==> src/rtl/cla_pkg.sv <==
// cla_pkg: shared constants and the lookahead carry helper for the
// two-level carry-lookahead adder.
//
// Contents:
//   CLA_BLOCKCOUNT, CLA_BITPERBLOCK, CLA_N : default adder geometry.
//   CLA_MAX_W                               : widest generate/propagate vector
//                                             the helper accepts. It bounds both
//                                             the bits per block and the block count.
//   cla_carry()                             : flat sum-of-products carry into position idx.
package cla_pkg;

    localparam int CLA_BLOCKCOUNT  = 8;
    localparam int CLA_BITPERBLOCK = 4;
    localparam int CLA_N           = CLA_BLOCKCOUNT * CLA_BITPERBLOCK;
    localparam int CLA_MAX_W       = 32;

    // Carry into position idx, given per-position generate/propagate and a carry-in:
    //   c[idx] = g[idx-1] | p[idx-1]&g[idx-2] | ... | p[idx-1]&...&p[0]&cin
    // Every product term is built independently, so the result is a two-level
    // AND/OR expression rather than a ripple chain. Callers pass a constant idx
    // and zero-pad g/p up to CLA_MAX_W. The padding bits are never selected.
    function automatic logic cla_carry(
        input logic [CLA_MAX_W-1:0] g,
        input logic [CLA_MAX_W-1:0] p,
        input logic                 cin,
        input int                   idx
    );
        logic carry;
        logic prod;
        // Term that carries cin all the way through positions 0..idx-1.
        carry = cin;
        for (int k = 0; k < CLA_MAX_W; k++) begin
            if (k < idx) carry = carry & p[k];
        end
        // Term generated at position j and propagated through j+1..idx-1.
        for (int j = 0; j < CLA_MAX_W; j++) begin
            if (j < idx) begin
                prod = g[j];
                for (int k = 0; k < CLA_MAX_W; k++) begin
                    if (k > j && k < idx) prod = prod & p[k];
                end
                carry = carry | prod;
            end
        end
        return carry;
    endfunction

endpackage

==> src/rtl/cla_fast_adder_block.sv <==
// cla_block: one first-level lookahead unit of W bits.
//
// Ports:
//   a_i, b_i [W-1:0] : operand slices.
//   cin_i            : carry into bit 0 of this block. It comes from the second-level network.
//   s_o [W-1:0]      : sum slice.
//   g_o              : group generate. The block produces a carry-out with cin = 0.
//   p_o              : group propagate. The block passes cin straight through.
module cla_block
    import cla_pkg::*;
#(
    parameter int W = CLA_BITPERBLOCK
) (
    input  logic [W-1:0] a_i,
    input  logic [W-1:0] b_i,
    input  logic         cin_i,
    output logic [W-1:0] s_o,
    output logic         g_o,
    output logic         p_o
);

    logic [W-1:0]         g;
    logic [W-1:0]         p;
    logic [W-1:0]         c;
    logic [CLA_MAX_W-1:0] g_pad;
    logic [CLA_MAX_W-1:0] p_pad;

    assign g     = a_i & b_i;
    assign p     = a_i ^ b_i;
    assign g_pad = CLA_MAX_W'(g);
    assign p_pad = CLA_MAX_W'(p);

    // Internal carries come directly from the block carry-in, not from a ripple chain.
    for (genvar i = 0; i < W; i++) begin : g_carry
        assign c[i] = cla_carry(g_pad, p_pad, cin_i, i);
    end

    assign s_o = p ^ c;
    // The group generate is the block carry-out when the carry-in is zero.
    assign g_o = cla_carry(g_pad, p_pad, 1'b0, W);
    assign p_o = &p;

endmodule

==> src/rtl/cla_fast_adder.sv <==
// cla_fast_adder: N-bit two-level carry-lookahead adder with registered outputs.
// The registered result is {o_c, o_s} = i_a + i_b + i_c. The result appears one
// edge after the inputs are sampled, and a new operation starts every cycle.
//
// Ports:
//   i_clk        : rising-edge clock.
//   i_rst        : asynchronous active-high reset. It clears o_s and o_c.
//   i_a, i_b [N] : operands.
//   i_c          : carry in.
//   o_s [N]      : registered sum, modulo 2^N.
//   o_c          : registered carry out, which is bit N of the full sum.
module cla_fast_adder
    import cla_pkg::*;
#(
    parameter int BLOCKCOUNT  = CLA_BLOCKCOUNT,
    parameter int BITPERBLOCK = CLA_BITPERBLOCK,
    parameter int N           = CLA_N
) (
    input  logic         i_clk,
    input  logic         i_rst,
    input  logic [N-1:0] i_a,
    input  logic [N-1:0] i_b,
    input  logic         i_c,
    output logic [N-1:0] o_s,
    output logic         o_c
);

    if (N != BLOCKCOUNT * BITPERBLOCK) begin : g_bad_width
        $error("cla_fast_adder: N (%0d) must equal BLOCKCOUNT*BITPERBLOCK (%0d)",
               N, BLOCKCOUNT * BITPERBLOCK);
    end
    if (BLOCKCOUNT < 1 || BLOCKCOUNT > CLA_MAX_W ||
        BITPERBLOCK < 1 || BITPERBLOCK > CLA_MAX_W) begin : g_bad_geometry
        $error("cla_fast_adder: BLOCKCOUNT and BITPERBLOCK must be in 1..%0d", CLA_MAX_W);
    end

    logic [BLOCKCOUNT-1:0] blk_g;
    logic [BLOCKCOUNT-1:0] blk_p;
    logic [BLOCKCOUNT:0]   blk_c;
    logic [CLA_MAX_W-1:0]  blk_g_pad;
    logic [CLA_MAX_W-1:0]  blk_p_pad;

    logic [N-1:0] s_d;
    logic         c_d;
    logic [N-1:0] s_q;
    logic         c_q;

    for (genvar j = 0; j < BLOCKCOUNT; j++) begin : g_blk
        cla_block #(
            .W(BITPERBLOCK)
        ) u_blk (
            .a_i  (i_a[j*BITPERBLOCK +: BITPERBLOCK]),
            .b_i  (i_b[j*BITPERBLOCK +: BITPERBLOCK]),
            .cin_i(blk_c[j]),
            .s_o  (s_d[j*BITPERBLOCK +: BITPERBLOCK]),
            .g_o  (blk_g[j]),
            .p_o  (blk_p[j])
        );
    end

    assign blk_g_pad = CLA_MAX_W'(blk_g);
    assign blk_p_pad = CLA_MAX_W'(blk_p);

    // The second-level network applies the same lookahead expansion to the group
    // generate and propagate signals. Each block carry-in depends only on i_c and
    // the G/P signals, not on the carry-out of the previous block.
    for (genvar j = 0; j <= BLOCKCOUNT; j++) begin : g_blk_carry
        assign blk_c[j] = cla_carry(blk_g_pad, blk_p_pad, i_c, j);
    end

    assign c_d = blk_c[BLOCKCOUNT];

    always_ff @(posedge i_clk or posedge i_rst) begin
        if (i_rst) begin
            s_q <= '0;
            c_q <= 1'b0;
        end else begin
            s_q <= s_d;
            c_q <= c_d;
        end
    end

    assign o_s = s_q;
    assign o_c = c_q;

endmodule

==> config.mk <==
export PLATFORM = sky130hd
export DESIGN_NAME = cla_fast_adder
export DESIGN_NICKNAME = d
export VERILOG_FILES = /design/src/rtl/cla_pkg.sv /design/src/rtl/cla_fast_adder_block.sv /design/src/rtl/cla_fast_adder.sv
export SDC_FILE = /design/constraint.sdc
export NUM_CORES = 1
export LEC_CHECK = 0
export ABC_AREA = 1
export CORE_MARGIN = 1.5
export CORE_UTILIZATION = 42
export DETAILED_ROUTE_END_ITERATION = 7
export GPL_ROUTABILITY_DRIVEN = 0
export GPL_TIMING_DRIVEN = 0
export PLACE_DENSITY = 0.87
export SLEW_MARGIN = 20
export SYNTH_ARGS = -nofsm -noshare
export SYNTH_HDL_FRONTEND = slang
export SYNTH_SLANG_ARGS = --single-unit
==> constraint.sdc <==
create_clock -name i_clk -period 1.2 [get_ports i_clk]
set_input_delay 0.3 -clock i_clk [delete_from_list [all_inputs] [get_ports i_clk]]
set_output_delay 0.3 -clock i_clk [all_outputs]
set_load 0.05 [all_outputs]
==> results of run 1 <==
[report_power, final]
| group | switching, mW | internal, mW | leakage, nW |
|---|---|---|---|
| clock | 0.393 | 0.455 | 0.0443 |
| combinational | 1.63 | 0.927 | 1.45 |
| sequential | 0.0550 | 1.35 | 0.385 |
| total | 2.08 | 2.73 | 1.88 |
[synth_stat cells (all sizes together)]
cell,number,area share
or2,1,0.0028
a211oi,1,0.0033
dfrtp,33,0.37
o21bai,2,0.0067
o21ai,2,0.0044
xor2,16,0.062
a31oi,1,0.0028
nand2,53,0.096
a21oi,17,0.041
inv,18,0.030
nor2,9,0.022
fa,8,0.071
ha,40,0.22
nand3,11,0.027
nand4,2,0.0083
xnor2,8,0.031
nor3,1,0.0022
[cell type report]
type	instances	area [µm²]	area share
Inverter	18	67.6	0.0168
Tap cell	70	87.6	0.0218
Sequential cell	33	826	0.205
Timing Repair Buffer	141	1010	0.250
Multi-Input combinational cell	172	1950	0.485
Clock buffer	7	86.3	0.0215
[kinds of logic (layout without fill, tap and decap cells)]
logic type      Yosys count  in the layout
simple gates             77             77
fa+ha+maj                48             48
buf+inv                  18            166
xor+xnor                 24             24
compound gates           23             23
flops                    33             33
[per-stage QoR]
step | power [mW] | TNS (ns) | setup slack, ns
floorplan | 3.01 | -15.33 | -0.735
global placement | 3.86 | -63.13 | -1.42
detailed placement | 3.92 | -45.80 | -1.49
CTS | 4.72 | -14.32 | -0.653
global route | 5.07 | -17.85 | -0.819
finish | 4.81 | -15.83 | -0.730
[per-layer routing]
layer,vias to the layer above,track usage,wire length [µm]
met2,72,0.442,3510
met5,-,0,0
met4,0,0.0741,160
met3,14,0.0467,341
li1,1021,-,-
met1,985,0.245,2380
[state kept, by name (all words and copies together), names as in the netlist]
signal  flops
o_s        32
o_c         1
[final timing paths]
check / slack (ns) / end / cells past startpoint / from
worst max-delay path: -0.73 / o_s[19] / 12 / i_a[15]
worst min-delay path: 0.36 / o_s[7] / 3 / i_a[7]
max in group asynchronous: 0.25 / o_s[3] / 2 / i_rst
min in group asynchronous: 0.47 / o_s[29] / 2 / i_rst
[placed cells by master, fill, tap and decap left out, types with 8 or more instances in the layout]
cell type / n
dlygate4sd2_1: 10
xnor2_1: 8
xor2_1: 16
buf_4: 41
clkbuf_4: 8
inv_1: 14
dfrtp_1: 33
a21oi_2: 11
nand2_2: 17
ha_4: 28
nand2_1: 30
clkdlybuf4s50_1: 9
buf_2: 55
buf_6: 11
[what timing repair did]
action / 4_1_cts / 5_1_grt
buffers inserted: 37 / 6
pin swaps: 66 / 25
endpoints found under the setup margin: 66 / 37
gates resized for setup: 393 / 19
[critical path, cell delays in order]
cell and delay [ns]:
dlygate4sd2_1 0.25, ha_4 0.24, a31oi_4 0.17, nand2_1 0.10
buf_4 0.14, a21oi_2 0.15, inv_1 0.10, ha_2 0.17
nand2_1 0.07, nand3_2 0.11, a21oi_2 0.21, xnor2_1 0.14
==> metrics.md, run 1 <==
| Metric | Value |
|---|---|
| Compound-gate portion of the synthesized area | 0.0584 |
| Floorplan die width | 76.2 µm |
| Final clock period utilization by the worst path | 1.61 |
| Max Transition Viols Final | 0 |
| Final Hold Fails | 0 |
| Number of detailed-routing iterations run before antenna repair | 4 |
| Max-cap violation count | 0 |
| Fin worst setup slack | -0.730 ns |
| Mux contribution to synthesized area | 0 |
| Clock tree sinks | 33 |
| Transition at the pin with the smallest max-transition slack | 0.739 ns |
| Antenna diode count | 0 |
| Worst Path Arrival | 2.14 ns |
| Rows | 26 |
| Fill cell total of the finished layout | 351 |
| Die area | 5810 µm² |
| Synth warn | 0 |
| Finished Layout Cells | 441 |
| Top Ports | 100 |
| Worst setup EP type | register |
| Post-layout minimum cycle time | 1.93 ns |
| Headroom to the max-slew limit | 0.507 |
| Crit Path Category | in -> reg |
| Total standard cell area after synthesis | 2250 µm² |
| Number of I/O port buffers | 99 |
| Clock-pin slew reported for the worst setup and hold paths after clock tree synthesis | 0.07 ns |
| Number of remaining DRC errors | 0 |
| Required time of the critical path | 1.41 ns |
| First-pass GRT wire length | 10.6 mm |
| Result of the run | complete, but fails checks |
| Maximum number of pins on one net before global-route repair | 34 |
| Core ar. | 5140 µm² |
| Synth Area in Simple Gates | 0.158 |
| Root buffer cell | clkbuf_8 |
| Flip-flop and latch count after synthesis | 33 |
| Routed via count divided by cell count | 4.74 |
| Maximum operating frequency | 518 MHz |
| Largest family of logic cells by synthesized area | adder cells |
| Post-Place Cell Area | 3680 µm² |
| Maximum clock insertion buffer count | 2 |
| Max VDD drop | 652 µV |
| Summed area of non-filler cells in the final layout | 4020 µm² |
| Die outline height | 76.2 µm |
| Leakage power total | 1.88 nW |
| Areal power density over the cells | 1190 nW/µm² |
| Effective utilization at floorplan | 0.438 |
| Average wire length per cell after detail routing | 14.5 µm |
| Cts-stage hold buffer count | 0 |
| Via count of the first global-routing pass | 2313 |
| Synth-to-layout area growth | 78.8% |
| # setup viols final | 29 |
| Final cell utilization of the core | 0.783 |
| Antenna violations before repair | 0 |
| Number of different library cells in the post-synthesis netlist | 24 |
| Fraction of synthesized cell area in xor and xnor cells | 0.0934 |
| Congestion Overflow GR | 0 |
| Via count of the routed design | 2092 |
| Instance count of the mapped netlist | 223 |
| Clock buffers created by TritonCTS | 5 |
| Adder-cell share of the synthesized area | 0.293 |
| Failing checks | setup timing |
| Number of nets in the layout | 486 |
| Sequential share of the synthesized area | 0.367 |
| Share of post-route cells with drive strength above 1 | 0.601 |
| Final wirelength | 6.39 mm |
| Largest fanout on the critical path | 4 |
| Antenna Violating Nets Remaining | 0 |
| Avg Synthesized Cell Area | 10.1 µm² |
| Final hold slack | 0.357 ns |
| Tot GR Track Use | 0.229 |
| Worst min-delay path category | in -> reg |
| Worst Setup Start Kind | input port |
| Setup repair after global routing missed its margin | yes |
| Net count after synthesis | 338 |
| Post-detail-place hpwl | 4.37 mm |
| Number of instances in the placed design | 392 |
| First-iteration detailed-routing DRC count | 77 |
| TritonCTS clock tree | yes |
| Maximum level of the CTS H-tree | 2 |
Note: power is estimated with default switching activity, not from simulation.
==> run 2: changes to the inputs <==
--- a/config.mk
+++ b/config.mk
@@ -6,12 +6,14 @@
 export NUM_CORES = 1
 export LEC_CHECK = 0
 export ABC_AREA = 1
+export CAP_MARGIN = 20
 export CORE_MARGIN = 1.5
-export CORE_UTILIZATION = 42
+export CORE_UTILIZATION = 46
 export DETAILED_ROUTE_END_ITERATION = 7
 export GPL_ROUTABILITY_DRIVEN = 0
 export GPL_TIMING_DRIVEN = 0
-export PLACE_DENSITY = 0.87
+export PLACE_DENSITY = 0.94
+export RECOVER_POWER = 25
 export SLEW_MARGIN = 20
 export SYNTH_ARGS = -nofsm -noshare
 export SYNTH_HDL_FRONTEND = slang
==> constraint.sdc (replaced) <==
create_clock -name i_clk -period 2.4 [get_ports i_clk]
set_input_delay 0.6 -clock i_clk [delete_from_list [all_inputs] [get_ports i_clk]]
set_output_delay 0.6 -clock i_clk [all_outputs]
set_load 0.05 [all_outputs]
==> metrics.md, run 2 (synthesis results as in run 1) <==
| Metric | Value |
|---|---|
| Result of the run | complete, but fails checks |
| Failing checks | setup timing |
| Post-detail-place hpwl | 4.32 mm (-1.1%) |
| Synth-to-layout area growth | 77.7% |
| Crit Path Category | in -> reg |
| P_int | 1.41 mW (-48%) |
| Number of nets in the layout | 468 (-3.7%) |
| Worst setup EP type | register |
| Total Power Consumption | 2.49 mW (-48%) |
| Average wire length per cell after detail routing | 17.4 µm (+20%) |
| Area of all sequential standard cells | 826 µm² (unchanged) |
| Post-Place Cell Area | 3330 µm² (-9.6%) |
| Share of post-route cells with drive strength above 1 | 0.353 (-0.248) |
| Die outline height | 73.0 µm (-4.3%) |
| Cts-stage hold buffer count | 0 (unchanged) |
| Worst min-delay path category | in -> reg |
| Sequential cell fraction of total power | 0.285 (-0.007) |
| Effective utilization at floorplan | 0.477 (+0.0386) |
| Antenna violations before repair | 0 (unchanged) |
| First-pass GRT wire length | 9.74 mm (-7.8%) |
| # setup viols final | 4 (-86%) |
| Largest fanout on the critical path | 4 (unchanged) |
| Antenna Violating Nets Remaining | 0 (unchanged) |
| Maximum number of pins on one net before global-route repair | 34 (unchanged) |
| Commonest cells after routing, fill and taps aside | clkdlybuf4s50_1, dfrtp_1, nand2_1 |
| Headroom to the max-slew limit | 0.152 (-0.354) |
| Max VDD drop | 335 µV (-49%) |
| Number of I/O port buffers | 99 (unchanged) |
| Areal power density over the cells | 623 nW/µm² (-48%) |
| Worst Path Arrival | 2.68 ns (+0.54 ns) |
| Clock Power Share | 0.166 (-0.010) |
| Flip-flop count of the largest register after layout | 32 (unchanged) |
| First-iteration detailed-routing DRC count | 61 (-21%) |
| Max Transition Viols Final | 0 (unchanged) |
| Final cell utilization of the core | 0.847 (+0.0640) |
| Congestion Overflow GR | 0 (unchanged) |
| Floorplan die width | 73.0 µm (-4.3%) |
| Rows | 25 (-3.8%) |
| Number of remaining DRC errors | 0 (unchanged) |
| Summed area of non-filler cells in the final layout | 4000 µm² (-0.59%) |
| Maximum level of the CTS H-tree | 2 (unchanged) |
| Total area of multi-input combinational cells | 1860 µm² (-4.8%) |
| Transition at the pin with the smallest max-transition slack | 1.27 ns (+0.531 ns) |
| Maximum clock insertion buffer count | 2 (unchanged) |
| Top Ports | 100 (unchanged) |
| Final clock period utilization by the worst path | 1.03 |
| Antenna diode count | 0 (unchanged) |
| Leakage power total | 1.82 nW (-3.2%) |
| Clock-pin slew reported for the worst setup and hold paths after clock tree synthesis | 0.07 ns (about the same) |
| Tot GR Track Use | 0.241 (+0.0125) |
| Clock tree sinks | 33 (unchanged) |
| Clock buffers created by TritonCTS | 5 (unchanged) |
| TritonCTS clock tree | yes |
| Net switching power | 1.08 mW (-48%) |
| Number of detailed-routing iterations run before antenna repair | 4 (unchanged) |
| Die area | 5320 µm² (-8.4%) |
| Gate power share | 0.548 (+0.016) |
| Final Hold Fails | 0 (unchanged) |
| Routed via count divided by cell count | 5.05 (+6.5%) |
| Via count of the first global-routing pass | 2245 (-2.9%) |
| Number of cells on the worst hold path | 2 (-1) |
| Worst Setup Start Kind | input port |
| Final hold slack | 0.623 ns (+0.266 ns) |
| Maximum operating frequency | 403 MHz |
| Final wirelength | 7.31 mm (+14%) |
| Root buffer cell | clkbuf_8 |
| Leading cell type in the layout, fill and taps excluded | clkdlybuf4s50_1 |
| Endpoint of the worst hold path | o_s[16] |
| Net switching fraction of the power | 0.433 (+0.00113) |
| Fill cell total of the finished layout | 237 (-32%) |
| Max-cap violation count | 0 (unchanged) |
| Worst hold path startpoint | i_a[16] |
| Core ar. | 4720 µm² (-8.1%) |
| Via count of the routed design | 2127 (+1.7%) |
| Post-layout minimum cycle time | 2.48 ns |
| Worst slack at placement | -0.672 ns (+0.814 ns) |
| Required time of the critical path | 2.60 ns (+1.19 ns) |
| Fin worst setup slack | -0.0829 ns (+0.647 ns) |
[run 2: metal layers]
| layer | up-vias | track usage | wire (µm) |
|---|---|---|---|
| met4 | 0 | 0.0964 | 237 |
| met1 | 1033 | 0.241 | 2470 |
| met5 | - | 0 | 0 |
| met2 | 81 | 0.476 | 4330 |
| met3 | 21 | 0.0511 | 276 |
| li1 | 992 | - | - |
[run 2: worst max-delay path by stage]
stage                     cells after the start       to  startpoint  slack, ns
after floorplan                              16  o_s[31]     i_a[11]       0.04
after global placement                       15  o_s[23]     i_a[11]      -0.60
after detailed placement                     17  o_s[31]     i_a[11]      -0.67
after CTS                                    17  o_s[31]     i_a[11]      0.002
after global routing                         17  o_s[31]      i_b[7]      -0.12
final                                        14  o_s[19]     i_a[13]      -0.08
[run 2: power by group through the flow]
stage	registers, mW	logic (mW)	clock network [mW]
CTS	0.707	1.24	0.415
global route	0.721	1.43	0.441
global placement	0.713	1.13	0
detailed placement	0.717	1.15	0
finish	0.711	1.37	0.415
floorplan	1.15	0.282	0
[run 2: timing repair]
action	CTS	global route
setup endpoints to repair	19	18
gates resized for setup	87	82
pin swaps	31	47
buffers inserted	15	9
[run 2: critical path, stage by stage]
cell           delay (ns)
dlygate4sd2_1        0.26
ha_4                 0.26
nand2_1              0.08
nand2_1              0.06
a31oi_1              0.17
nand2_1              0.13
buf_4                0.17
a21oi_4              0.19
inv_2                0.08
ha_1                 0.20
nand2_1              0.08
nand3_2              0.09
a21oi_2              0.15
xnor2_1              0.16
[run 2: final cells by class]
cell class	instances	area share
multi-input combinational	172	0.464
timing repair buffer	123	0.271
sequential	33	0.206
tap	67	0.0210
clock buffer	6	0.0181
inverter	18	0.0169
clock inverter	2	0.00250
[run 2: per-stage QoR]
stage	setup TNS (ns)	cells
after detailed placement	-11.89	389
after global placement	-10.12	389
after floorplan	0	223
final	-0.233	421
after global routing	-0.405	421
after CTS	0	412
